**src/rtl/mips_fetch_unit.sv**
```systemverilog
// Instruction-fetch initiator: issues 4-word burst reads, buffers them in a prefetch FIFO, hands {insn, pc} to decode.
// Optional macro MIPS_FETCH_PC_CHECK_EN enables the sticky fetch_err check of mem_pc against the expected beat address.
module mips_fetch_unit #(
  parameter logic [31:0] START_ADDR = 32'h8002_0000,
  parameter int          FIFO_DEPTH = 8
) (
  input  logic        clk,
  input  logic        rst_n,
  output logic [31:0] mem_addr,
  output logic [31:0] mem_din,
  output logic [2:0]  mem_access_size,
  output logic        mem_rw,
  output logic        mem_enable,
  input  logic        mem_busy,
  input  logic [31:0] mem_dout,
  input  logic [31:0] mem_pc,
  output logic        insn_valid,
  input  logic        insn_ready,
  output logic [31:0] insn,
  output logic [31:0] insn_pc,
  input  logic        redirect,
  input  logic [31:0] redirect_pc,
  output logic        fetch_err
);

  localparam int AW = $clog2(FIFO_DEPTH);
  localparam int CW = AW + 1;
  localparam logic [CW-1:0] ISSUE_LIMIT = CW'(FIFO_DEPTH - 4);

  typedef enum logic [1:0] {IDLE, ISSUE, WAIT, RECV} state_t;

  state_t        state_q, state_d;
  logic [1:0]    beat_q, beat_d;
  logic          squash_q, squash_d;
  logic [31:0]   fetch_pc_q, fetch_pc_d;
  logic [31:0]   burst_base_q, burst_base_d;
  logic [AW-1:0] wr_ptr_q, wr_ptr_d;
  logic [AW-1:0] rd_ptr_q, rd_ptr_d;
  logic [CW-1:0] count_q, count_d;
  logic          fetch_err_q, fetch_err_d;

  logic [31:0]   fifo_insn [FIFO_DEPTH];
  logic [31:0]   fifo_pc   [FIFO_DEPTH];

  logic          push;
  logic          pop;
  logic          capture;
  logic [31:0]   capture_pc;

  assign mem_addr        = fetch_pc_q;
  assign mem_din         = 32'd0;
  assign mem_access_size = 3'b001;
  assign mem_rw          = 1'b0;
  assign mem_enable      = (state_q == ISSUE);

  assign insn_valid = (count_q != '0);
  assign insn       = insn_valid ? fifo_insn[rd_ptr_q] : 32'd0;
  assign insn_pc    = insn_valid ? fifo_pc[rd_ptr_q]   : 32'd0;
  assign fetch_err  = fetch_err_q;

  assign capture    = (state_q == RECV) && !squash_q;
  assign capture_pc = burst_base_q + {28'd0, beat_q, 2'b00};
  // A redirect in the same edge discards both the push and the pop.
  assign push       = capture && !redirect;
  assign pop        = insn_valid && insn_ready && !redirect;

  always_comb begin
    wr_ptr_d = wr_ptr_q;
    rd_ptr_d = rd_ptr_q;
    count_d  = count_q;
    if (redirect) begin
      wr_ptr_d = '0;
      rd_ptr_d = '0;
      count_d  = '0;
    end else begin
      if (push) wr_ptr_d = wr_ptr_q + AW'(1);
      if (pop)  rd_ptr_d = rd_ptr_q + AW'(1);
      case ({push, pop})
        2'b10:   count_d = count_q + CW'(1);
        2'b01:   count_d = count_q - CW'(1);
        default: count_d = count_q;
      endcase
    end
  end

  always_comb begin
    state_d      = state_q;
    beat_d       = beat_q;
    squash_d     = squash_q;
    fetch_pc_d   = fetch_pc_q;
    burst_base_d = burst_base_q;
    case (state_q)
      IDLE: begin
        // Holding IDLE on a redirect keeps ISSUE from presenting the stale PC.
        if (!mem_busy && (count_q <= ISSUE_LIMIT) && !redirect) state_d = ISSUE;
      end
      ISSUE: begin
        burst_base_d = fetch_pc_q;
        fetch_pc_d   = fetch_pc_q + 32'd16;
        squash_d     = 1'b0;
        state_d      = WAIT;
      end
      WAIT: begin
        beat_d  = 2'd0;
        state_d = RECV;
      end
      RECV: begin
        beat_d = beat_q + 2'd1;
        // Post-edge occupancy guarantees room for the next full burst.
        if (beat_q == 2'd3) begin
          state_d = (!mem_busy && (count_d <= ISSUE_LIMIT)) ? ISSUE : IDLE;
        end
      end
      default: state_d = IDLE;
    endcase
    if (redirect) begin
      fetch_pc_d = redirect_pc & ~32'h3;
      if (state_q != IDLE) squash_d = 1'b1;
    end
  end

`ifdef MIPS_FETCH_PC_CHECK_EN
  always_comb begin
    fetch_err_d = fetch_err_q;
    if (capture && (mem_pc != capture_pc)) fetch_err_d = 1'b1;
  end
`else
  logic unused_mem_pc;
  assign unused_mem_pc = ^mem_pc;
  always_comb begin
    fetch_err_d = 1'b0;
  end
`endif

  always_ff @(posedge clk or negedge rst_n) begin
    if (!rst_n) begin
      state_q      <= IDLE;
      beat_q       <= 2'd0;
      squash_q     <= 1'b0;
      fetch_pc_q   <= START_ADDR;
      burst_base_q <= START_ADDR;
      wr_ptr_q     <= '0;
      rd_ptr_q     <= '0;
      count_q      <= '0;
      fetch_err_q  <= 1'b0;
    end else begin
      state_q      <= state_d;
      beat_q       <= beat_d;
      squash_q     <= squash_d;
      fetch_pc_q   <= fetch_pc_d;
      burst_base_q <= burst_base_d;
      wr_ptr_q     <= wr_ptr_d;
      rd_ptr_q     <= rd_ptr_d;
      count_q      <= count_d;
      fetch_err_q  <= fetch_err_d;
    end
  end

  always_ff @(posedge clk) begin
    if (push) begin
      fifo_insn[wr_ptr_q] <= mem_dout;
      fifo_pc[wr_ptr_q]   <= capture_pc;
    end
  end

endmodule

```
**config.mk**
```make
export PLATFORM = sky130hd
export DESIGN_NAME = mips_fetch_unit
export DESIGN_NICKNAME = d
export VERILOG_FILES = /design/src/rtl/mips_fetch_unit.sv
export SDC_FILE = /design/constraint.sdc
export NUM_CORES = 1
export LEC_CHECK = 0
export CORE_ASPECT_RATIO = 1.2
export CORE_MARGIN = 2
export CORE_UTILIZATION = 45
export DETAILED_ROUTE_END_ITERATION = 7
export PLACE_DENSITY_LB_ADDON = 0.15
export SETUP_SLACK_MARGIN = 0.05
export SYNTH_ARGS = -nofsm -noshare
export SYNTH_HDL_FRONTEND = slang
export SYNTH_SLANG_ARGS = --single-unit
export TNS_END_PERCENT = 100
```
**constraint.sdc**
```tcl
create_clock -name clk -period 13 [get_ports clk]
set_input_delay 2.6 -clock clk [delete_from_list [all_inputs] [get_ports clk]]
set_output_delay 2.6 -clock clk [all_outputs]
set_load 0.02 [all_outputs]
```
---- After elaboration in Yosys (flattened, before gate mapping) ----
Memories as Yosys holds them, arrays and structs flattened.
Cells that the tools add are included.
word-level totals
  flip-flop bits (word level) ............. 79
  memory bits (writable) .................. 512
  input bits .............................. 101
  output and inout bits ................... 135
  memories ................................ 2
cells by class
  add/sub/neg operators ................... 7
  $lt $le $gt $ge ......................... 2
  eq/ne operators ......................... 8
  mux-type cells .......................... 20
  reductions and logical operators ........ 18
memory list
  name       words  bits a word  rd ports  clocked after memory_dff  wr ports  line  text
  fifo_insn  8      32           1         0                         1         42    logic [31:0] fifo_insn [FIFO_DEPTH];
  fifo_pc    8      32           1         0                         1         43    logic [31:0] fifo_pc [FIFO_DEPTH];
operators with widths
  kind                                                             count
  2-to-1 mux 32 bit                                                4
  adder 32 x 4 -> 32 bit                                           1
  adder 32 x 5 -> 32 bit (second input constant)                   1
  2-to-1 mux 3 bit                                                 4
  nonzero test 2 bit                                               5
  equality test 2 bit (second input constant)                      4
  less-or-equal comparator 4 x 3 -> 1 bit (second input constant)  2
  one-hot mux 2 bit (4 select lines)                               1
  one-hot mux 4 bit (2 select lines)                               1
  logical AND 1 bit                                                7
  adder 3 x 1 -> 3 bit (second input constant)                     2
  2-to-1 mux 1 bit                                                 6
  adder 4 x 1 -> 4 bit (second input constant)                     1
  equality test 2 x 1 -> 1 bit (second input constant)             2
  2-to-1 mux 2 bit                                                 2
  2-to-1 mux 4 bit                                                 1
  one-hot mux 2 bit (2 select lines)                               1
  nonzero test 4 bit                                               1
  subtractor 4 x 1 -> 4 bit (second input constant)                1
  logical NOT 1 bit                                                3
  adder 2 x 1 -> 2 bit (second input constant)                     1
  logical NOT 2 bit                                                1
  inequality test 2 x 1 -> 1 bit (second input constant)           1
  inequality test 2 bit (second input constant)                    1
  AND reduction 2 bit                                              1

---- Depth between registers and ports, before layout ----
  depth after elaboration ................. 11
  depth in mapped cells ................... 14

---- Worst setup path before layout ----
No wires, ideal clock.
  kind .................................... input -> register
  start point ............................. input port redirect
  end point ............................... memory fifo_insn[0][0], enable pin
  setup time .............................. 0.558 ns
  arrival time ............................ 7.470 ns
  required time ........................... 12.442 ns
  slack ................................... 4.972 ns
  stages on the path ...................... 5
  buffers on the path ..................... 1
  path through ............................ clkbuf_1 inv_1 nand2_1 or2_2 nor3_1
between the ends
  longest elaborated chain between the ends .. 4
RTL lines
  element                                 line  text
  start, declared                         21    input logic redirect,
  logical NOT 1 bit                       64    assign push = capture && !redirect;
  logical AND 1 bit                       64
  2-to-1 mux 1 bit                        160   if (push) begin
  2-to-1 mux 1 bit (not written as such)  161   fifo_insn[wr_ptr_q] <= mem_dout;
  end, declared                           42
Every way passes these cells.

---- Worst setup path after layout ----
  start point ............................. register rd_ptr_q[1]
  end point ............................... output port insn_pc[24]
between the ends
  longest elaborated chain between the ends .. 2
RTL lines
  element                   line  text
  start, declared           38    logic [AW-1:0] rd_ptr_q, rd_ptr_d;
  start signal, assigned    153   rd_ptr_q <= rd_ptr_d;
  memory read (8 x 32 bit)  n/a
  2-to-1 mux 32 bit         58    assign insn_pc = insn_valid ? fifo_pc[rd_ptr_q] : 32'd0;
  end, declared             20    output logic [31:0] insn_pc,
Every way passes these cells.

==> results.yml <==
timing:
  period_share_pct: 50.49
  hold_viol: 0
  slew_headroom_pct: 25.90
  max_freq_mhz: 152.4
  worst_pin_slew_ps: 1109
  layout_min_cycle_time_ps: 6563
  fin_ws_ps: 6437
  setup-tns-final_ps: 0
  setup_violations: 0
  clock_skew_ps: 13.52
  rsz0062_at_grt: "false"
  drv_slew: 0
place:
  place_congestion: 0.7764
  post-place-ws_ps: 6983
  hpwl_microns: 25930
  placed_cells: 2080
  io_buffers: 160
setup_path:
  worstSetupStartpointType: "register"
  r2r_cells: 13
  slowest_stage: "dfrtp_4"
  required_ps: 10400
  crit_type: "register to output port"
  crit_path_end_kind: "output port"
  r2r_end: "state_q[0]$_DFFE_PN0P_"
  r2r-start: "count_q[1]$_DFF_PN0_"
  path_cells: "buf_4 > mux4_2 > mux2i_1 > nor2_1 > clkdlybuf4s50_1"
  reg2reg_setup_slack_ps: 9200
  max_stage_delay_ps: 1010
  worst_ep_arrival_time_ps: 3960
  worstPathMaxFanout: 67
clock_network:
  cts_buffers: 55
  path_clk_slew_ps: 60
  h-tree-depth: 2
  clk_latency_ps: 600
  cts_tree: "yes"
  clock-sinks: 571
  root_buffer: "clkbuf_16"
  cts_buffer_depth: 3
  hold_buffers: 0
  cts_setup_buffers: 0
  cts_resized: 0
die:
  floorplan.rows: 91
  io_pins: 236
  die_h_microns: 253.7
  die_area_sq_mm: 0.05380
  initial_core_util_pct: 45.53
  core_sq_mm: 0.05135
  die_w_microns: 212.1
cells_and_area:
  fin_cells: 2181
  layout.nets: 1556
  drive_gt1_share_pct: 19.07
  area_growth_pct: 16.95
  antenna_cells: 0
route:
  antenna_left: 0
  avgViaCountPerCell: 5.278
  wl_per_cell_microns: 21.79
  firstDrtPassIters: 5
  drt_iter0_drc: 796
  post-route-drc-count: 0
  wirelength_microns: 47510
  route.vias.total: 11510
synth:
  async_flop_share_pct: 13.13
  synth_edf_count: 496
  ys_seq_area_share_pct: 71.75
  avgSynthCellArea_sq_um: 18.50
  synth-seq-cells: 571
  synth.cell_area_sq_mm: 0.02338
  ys_types: 49
  synthCells: 1264
  yosysWarnings: 0
  synthFlopType: "edfxtp_1"
power_and_ir_drop:
  p_per_area_mw_per_mm2: 166.7
  power_frac_clock_pct: 32.9
  p_switching_mw: 1.193
  p_sw_share_pct: 26.19
  leakagePower_nw: 8.811
  comb_power_share_pct: 16.3
  seqPwrFrac_pct: 50.8
  p_int_mw: 3.364
  ir_drop_mv: 0.1011
global_route:
  grt_pass1_vias: 11750
  grt_use_total_pct: 17.81
  antenna_found_initial: 0
  grt_overflow: 0
  grt_max_degree: 113
  grt_pass1_wl_microns: 71190
job:
  cap_violations: 0
min_path:
  holdPathEnd: "burst_base_q[2]$_DFFE_PN0P_"
  hp-start: "burst_base_q[2]$_DFFE_PN0P_"
  hold_path_depth: 1
  hold_path_class: "register to register"
status:
  status: "finished clean"
[sequential cells by signal, indices dropped and copies added, names as in the netlist]
signal	count
count_q	4
mem_addr	30
squash_q	1
burst_base_q	30
beat_q	2
rd_ptr_q	3
wr_ptr_q	3
fifo_insn	256
state_q	2
fifo_pc	240
[logic make-up after synthesis]
family,Yosys count,synth area share [%]
flip-flops,571,71.75
AND/OR/NAND/NOR,235,5.148
multiplexers,219,16.17
buffers and inverters,113,2.628
XOR/XNOR,64,2.398
AO/OA/AOI/OAI,45,1.038
adder cells (fa/ha/maj),15,0.8349
other,2,0.03212
[cell type report]
type / count / area, sq um
timing repair buffer: 179 / 1749
clock inverter: 35 / 241.5
tap: 697 / 872.1
multi-input combinational: 619 / 6202
fill: 4111 / 24010
clock buffer: 66 / 1439
sequential: 571 / 16790
inverter: 14 / 52.55
[power by group through the flow]
stage,clock network [mW],registers (mW),logic [mW]
2_1_floorplan,0,2.34,0.494
3_3_place_gp,0,2.35,0.741
3_5_place_dp,0,2.35,0.759
4_1_cts,1.54,2.32,0.761
5_1_grt,1.60,2.33,0.816
6_report,1.50,2.31,0.744
[metrics by stage]
stage               power, mW  cell area, sq um  hold WS [ps]  util (%)
floorplan               2.832             23530         484.3         -
global placement        3.090             25660         510.3     49.98
detailed placement      3.113             25660         516.0     49.98
CTS                     4.615             27340         524.5     53.25
global route            4.749             27340         564.6     53.25
finish                  4.557             27340         529.6     53.25
[synthesized netlist by cell type, types with 2 or more instances]
master | n | area [sq um]
edfxtp_1 | 496 | 14890
mux4_2 | 124 | 2793
nor2_1 | 89 | 334.1
dfrtp_1 | 71 | 1777
mux2i_1 | 66 | 660.6
nand2_1 | 60 | 225.2
buf_4 | 41 | 307.8
xnor2_1 | 36 | 315.3
clkbuf_1 | 33 | 123.9
o21ai_0 | 30 | 150.1
mux2_2 | 29 | 326.6
xor2_1 | 28 | 245.2
buf_2 | 23 | 115.1
nand3_1 | 17 | 85.08
ha_1 | 14 | 175.2
inv_1 | 14 | 52.55
and3_1 | 13 | 81.33
nand4_1 | 13 | 81.33
nor3_1 | 9 | 45.04
nor4_1 | 6 | 37.54
nand2b_1 | 5 | 31.28
a21oi_1 | 4 | 20.02
dfstp_2 | 4 | 105.1
nor2b_1 | 4 | 25.02
nor4_4 | 4 | 85.08
o21ai_1 | 3 | 15.01
conb_1 | 2 | 7.510
nand3_2 | 2 | 20.02
o22ai_1 | 2 | 12.51
o31ai_1 | 2 | 15.01
or3_1 | 2 | 12.51
[critical path: cells and delay by family (launching register included)]
| kind | cells | cell delay (ps) |
|---|---|---|
| buffers and inverters | 2 | 1590 |
| DFF | 1 | 1010 |
| muxes | 2 | 460 |
| and+or+nand+nor | 1 | 210 |
[how the worst max path moves through the flow]
| stage | from | endpoint | slack [ps] | cells after the start |
|---|---|---|---|---|
| 2_1_floorplan | redirect | fifo_insn[0][0]$_DFFE_PP_ | 4970 | 5 |
| 3_3_place_gp | rd_ptr_q[1]$_DFFE_PN0P_ | insn_pc[24] | 6940 | 5 |
| 3_5_place_dp | rd_ptr_q[1]$_DFFE_PN0P_ | insn_pc[24] | 6980 | 5 |
| 4_1_cts | rd_ptr_q[1]$_DFFE_PN0P_ | insn_pc[24] | 6340 | 5 |
| 5_1_grt | rd_ptr_q[1]$_DFFE_PN0P_ | insn_pc[5] | 6250 | 5 |
| 6_report | rd_ptr_q[1]$_DFFE_PN0P_ | insn_pc[24] | 6440 | 5 |
[placed cells by master (no fill, tap or decap), types with 7 or more instances in the layout]
| cell type | n |
|---|---|
| inv_1 | 14 |
| xor2_1 | 28 |
| edfxtp_1 | 496 |
| mux4_2 | 124 |
| conb_1 | 41 |
| nand2_1 | 60 |
| nor3_1 | 7 |
| buf_4 | 19 |
| clkbuf_1 | 10 |
| o21ai_0 | 30 |
| mux2_2 | 29 |
| nor2_1 | 83 |
| nand4_1 | 13 |
| mux2i_1 | 66 |
| ha_1 | 13 |
| xnor2_1 | 36 |
| and3_1 | 13 |
| clkinv_1 | 12 |
| clkbuf_16 | 56 |
| clkdlybuf4s50_1 | 158 |
| dfrtp_1 | 68 |
| clkinv_2 | 11 |
| nand3_1 | 17 |
[routing by layer]
| metal | track usage, % | vias up | share of wire (%) |
|---|---|---|---|
| li1 | - | 5207 | - |
| met1 | 24.43 | 5988 | 44 |
| met2 | 29.63 | 255 | 49 |
| met3 | 3.015 | 61 | 4.2 |
| met4 | 4.829 | 0 | 2.0 |
| met5 | 0 | - | 0 |
No activity file was read; power rests on OpenSTA's default activity.
==> patch, RTL diff (same flow settings) <==
Add a define of `MIPS_FETCH_PC_CHECK_EN`.
--- a/src/rtl/mips_fetch_unit.sv
+++ b/src/rtl/mips_fetch_unit.sv
@@ -2,2 +2,4 @@
 // Optional macro MIPS_FETCH_PC_CHECK_EN enables the sticky fetch_err check of mem_pc against the expected beat address.
+`define MIPS_FETCH_PC_CHECK_EN
+
 module mips_fetch_unit #(
Check against the original RTL: not equivalent (a bounded check fails within 10 cycles, from zero or initial values and one cycle with rst_n low).
==> patch against the original RTL <==
  * Synthesized area up 2.7%
  * Wire length up 9.7%
  * Sequential cell count up 1
  * Cell area up 3.8%
  * Count of clock-buffer cells in the layout up 4
  * Critical path depth unchanged
  * Power up 4.5%
  * Fmax down 0.56%
  * Setup slack worse by 0.037 ns
  * Synthesized cell count up 7.8%
  * Critical endpoint is now insn_pc[23]
  * Largest cell class unchanged
==> patch: results (changes against the original RTL) <==
status:
  status: "completed"
cells_and_area:
  drive_gt1_frac: 0.168  # -0.0227
  n_fill_cell: 4249  # +3.4%
  nNetsFinal: 1684  # +8.2%
synth:
  synth_warnings: 0  # unchanged
  yosys-top-cells-area: "edfxtp_1 62%, mux4_2 12%, dfrtp_1 7.5%"
  async_flop_share: 0.133  # +0.00152
  synth_common_cells: "496 x edfxtp_1, 124 x mux4_2, 95 x nor2_1"
  seq_area_frac_synth: 0.700  # -0.0178
  synthDistinctLibCells: 58  # +18%
global_routing:
  grt_util_all_layers: 0.191  # +0.0128
  antenna_found_initial: 1  # +1
  grt_pass1_wl_um: 79600  # +12%
  grt_pass1_vias: 13179  # +12%
  grt_max_degree: 73  # -35%
clocking:
  cts_buffers: 56  # +1.8%
  root_buffer: "clkbuf_16"
critical_path:
  endpoint: "insn_pc[23]"
  reg2reg_to: "fetch_err"
  crit_fanout: 68  # +1.5%
  timing.rr.start: "beat_q[0]"
  rr_worst_depth: 10  # -3
  cp.arrival_ns: 4.00  # +0.04 ns
  slowest_delay_ns: 1.10  # +0.09 ns
  cp_slowest_cell: "dfrtp_4"
  worst-r2r-setup-slack_ns: 8.83  # -0.37 ns
pwr:
  netSwitchingPower_mw: 1.28  # +7.6%
  vdd.ir_drop.worst_mv: 0.112  # +11%
  p_leak_nw: 9.20  # +4.4%
placed_design:
  dp_hpwl_um: 30000  # +16%
  io_buffers: 193  # +21%
  place_congestion: 0.864  # +11%
route:
  vias_per_cell: 5.40  # +2.4%
  wl_per_cell_um: 22.5  # +3.2%
  first_iter_violations: 799  # +0.38%
timing:
  clock_skew_ns: 0.0171  # +0.00360 ns
  slew-limit-headroom: 0.273  # +0.0137
min_path:
  hp-start: "mem_addr[31]"
  hold_path_end: "burst_base_q[31]"
  worst_hold_path.num_cells: 2  # +1
[patch: metrics by stage]
step	total power, mW	instance area (um^2)	cells	hold WS [ns]	setup WS (ns)
5_1_grt	4.97	28400	2318	0.549	6.03
4_1_cts	4.82	28400	2318	0.515	6.14
6_report	4.76	28400	2319	0.516	6.40
2_1_floorplan	2.93	24200	1401	0.485	4.97
3_5_place_dp	3.27	26700	2215	0.504	6.81
3_3_place_gp	3.24	26700	2215	0.511	6.79
[patch: layer usage]
metal	global-route usage	part of all wire
met5	0	0
met4	0.0521	0.022
met1	0.254	0.43
met2	0.318	0.49
met3	0.0439	0.054
[patch: cell type report]
type                       count  area share
clock inverter                33     0.00877
inverter                      16     0.00212
antenna                        1   0.0000882
multi-input combinational    706       0.240
sequential                   572       0.592
timing repair buffer         216      0.0739
clock buffer                  70      0.0520
tap                          705      0.0311
[patch: tightest hold or removal path, stage by stage, from the launching register on]
cell	delay, ns
dfstp_2	0.38
nand2_1	0.06
o21ai_0	0.07
[patch: power by group through the flow]
stage	logic [mW]	registers (mW)	clock network [mW]
4_1_cts	0.883	2.35	1.59
5_1_grt	0.948	2.37	1.66
3_5_place_dp	0.880	2.39	0
6_report	0.867	2.35	1.54
3_3_place_gp	0.858	2.39	0
2_1_floorplan	0.593	2.34	0
[patch: logic make-up after synthesis]
family,Yosys count,synth area share
AO/OA/AOI/OAI,69,0.0170
multiplexers,219,0.157
other,2,0.000313
XOR/XNOR,91,0.0372
flip-flops,572,0.700
adder cells (fa/ha/maj),15,0.00813
AND/OR/NAND/NOR,272,0.0546
buffers and inverters,123,0.0256
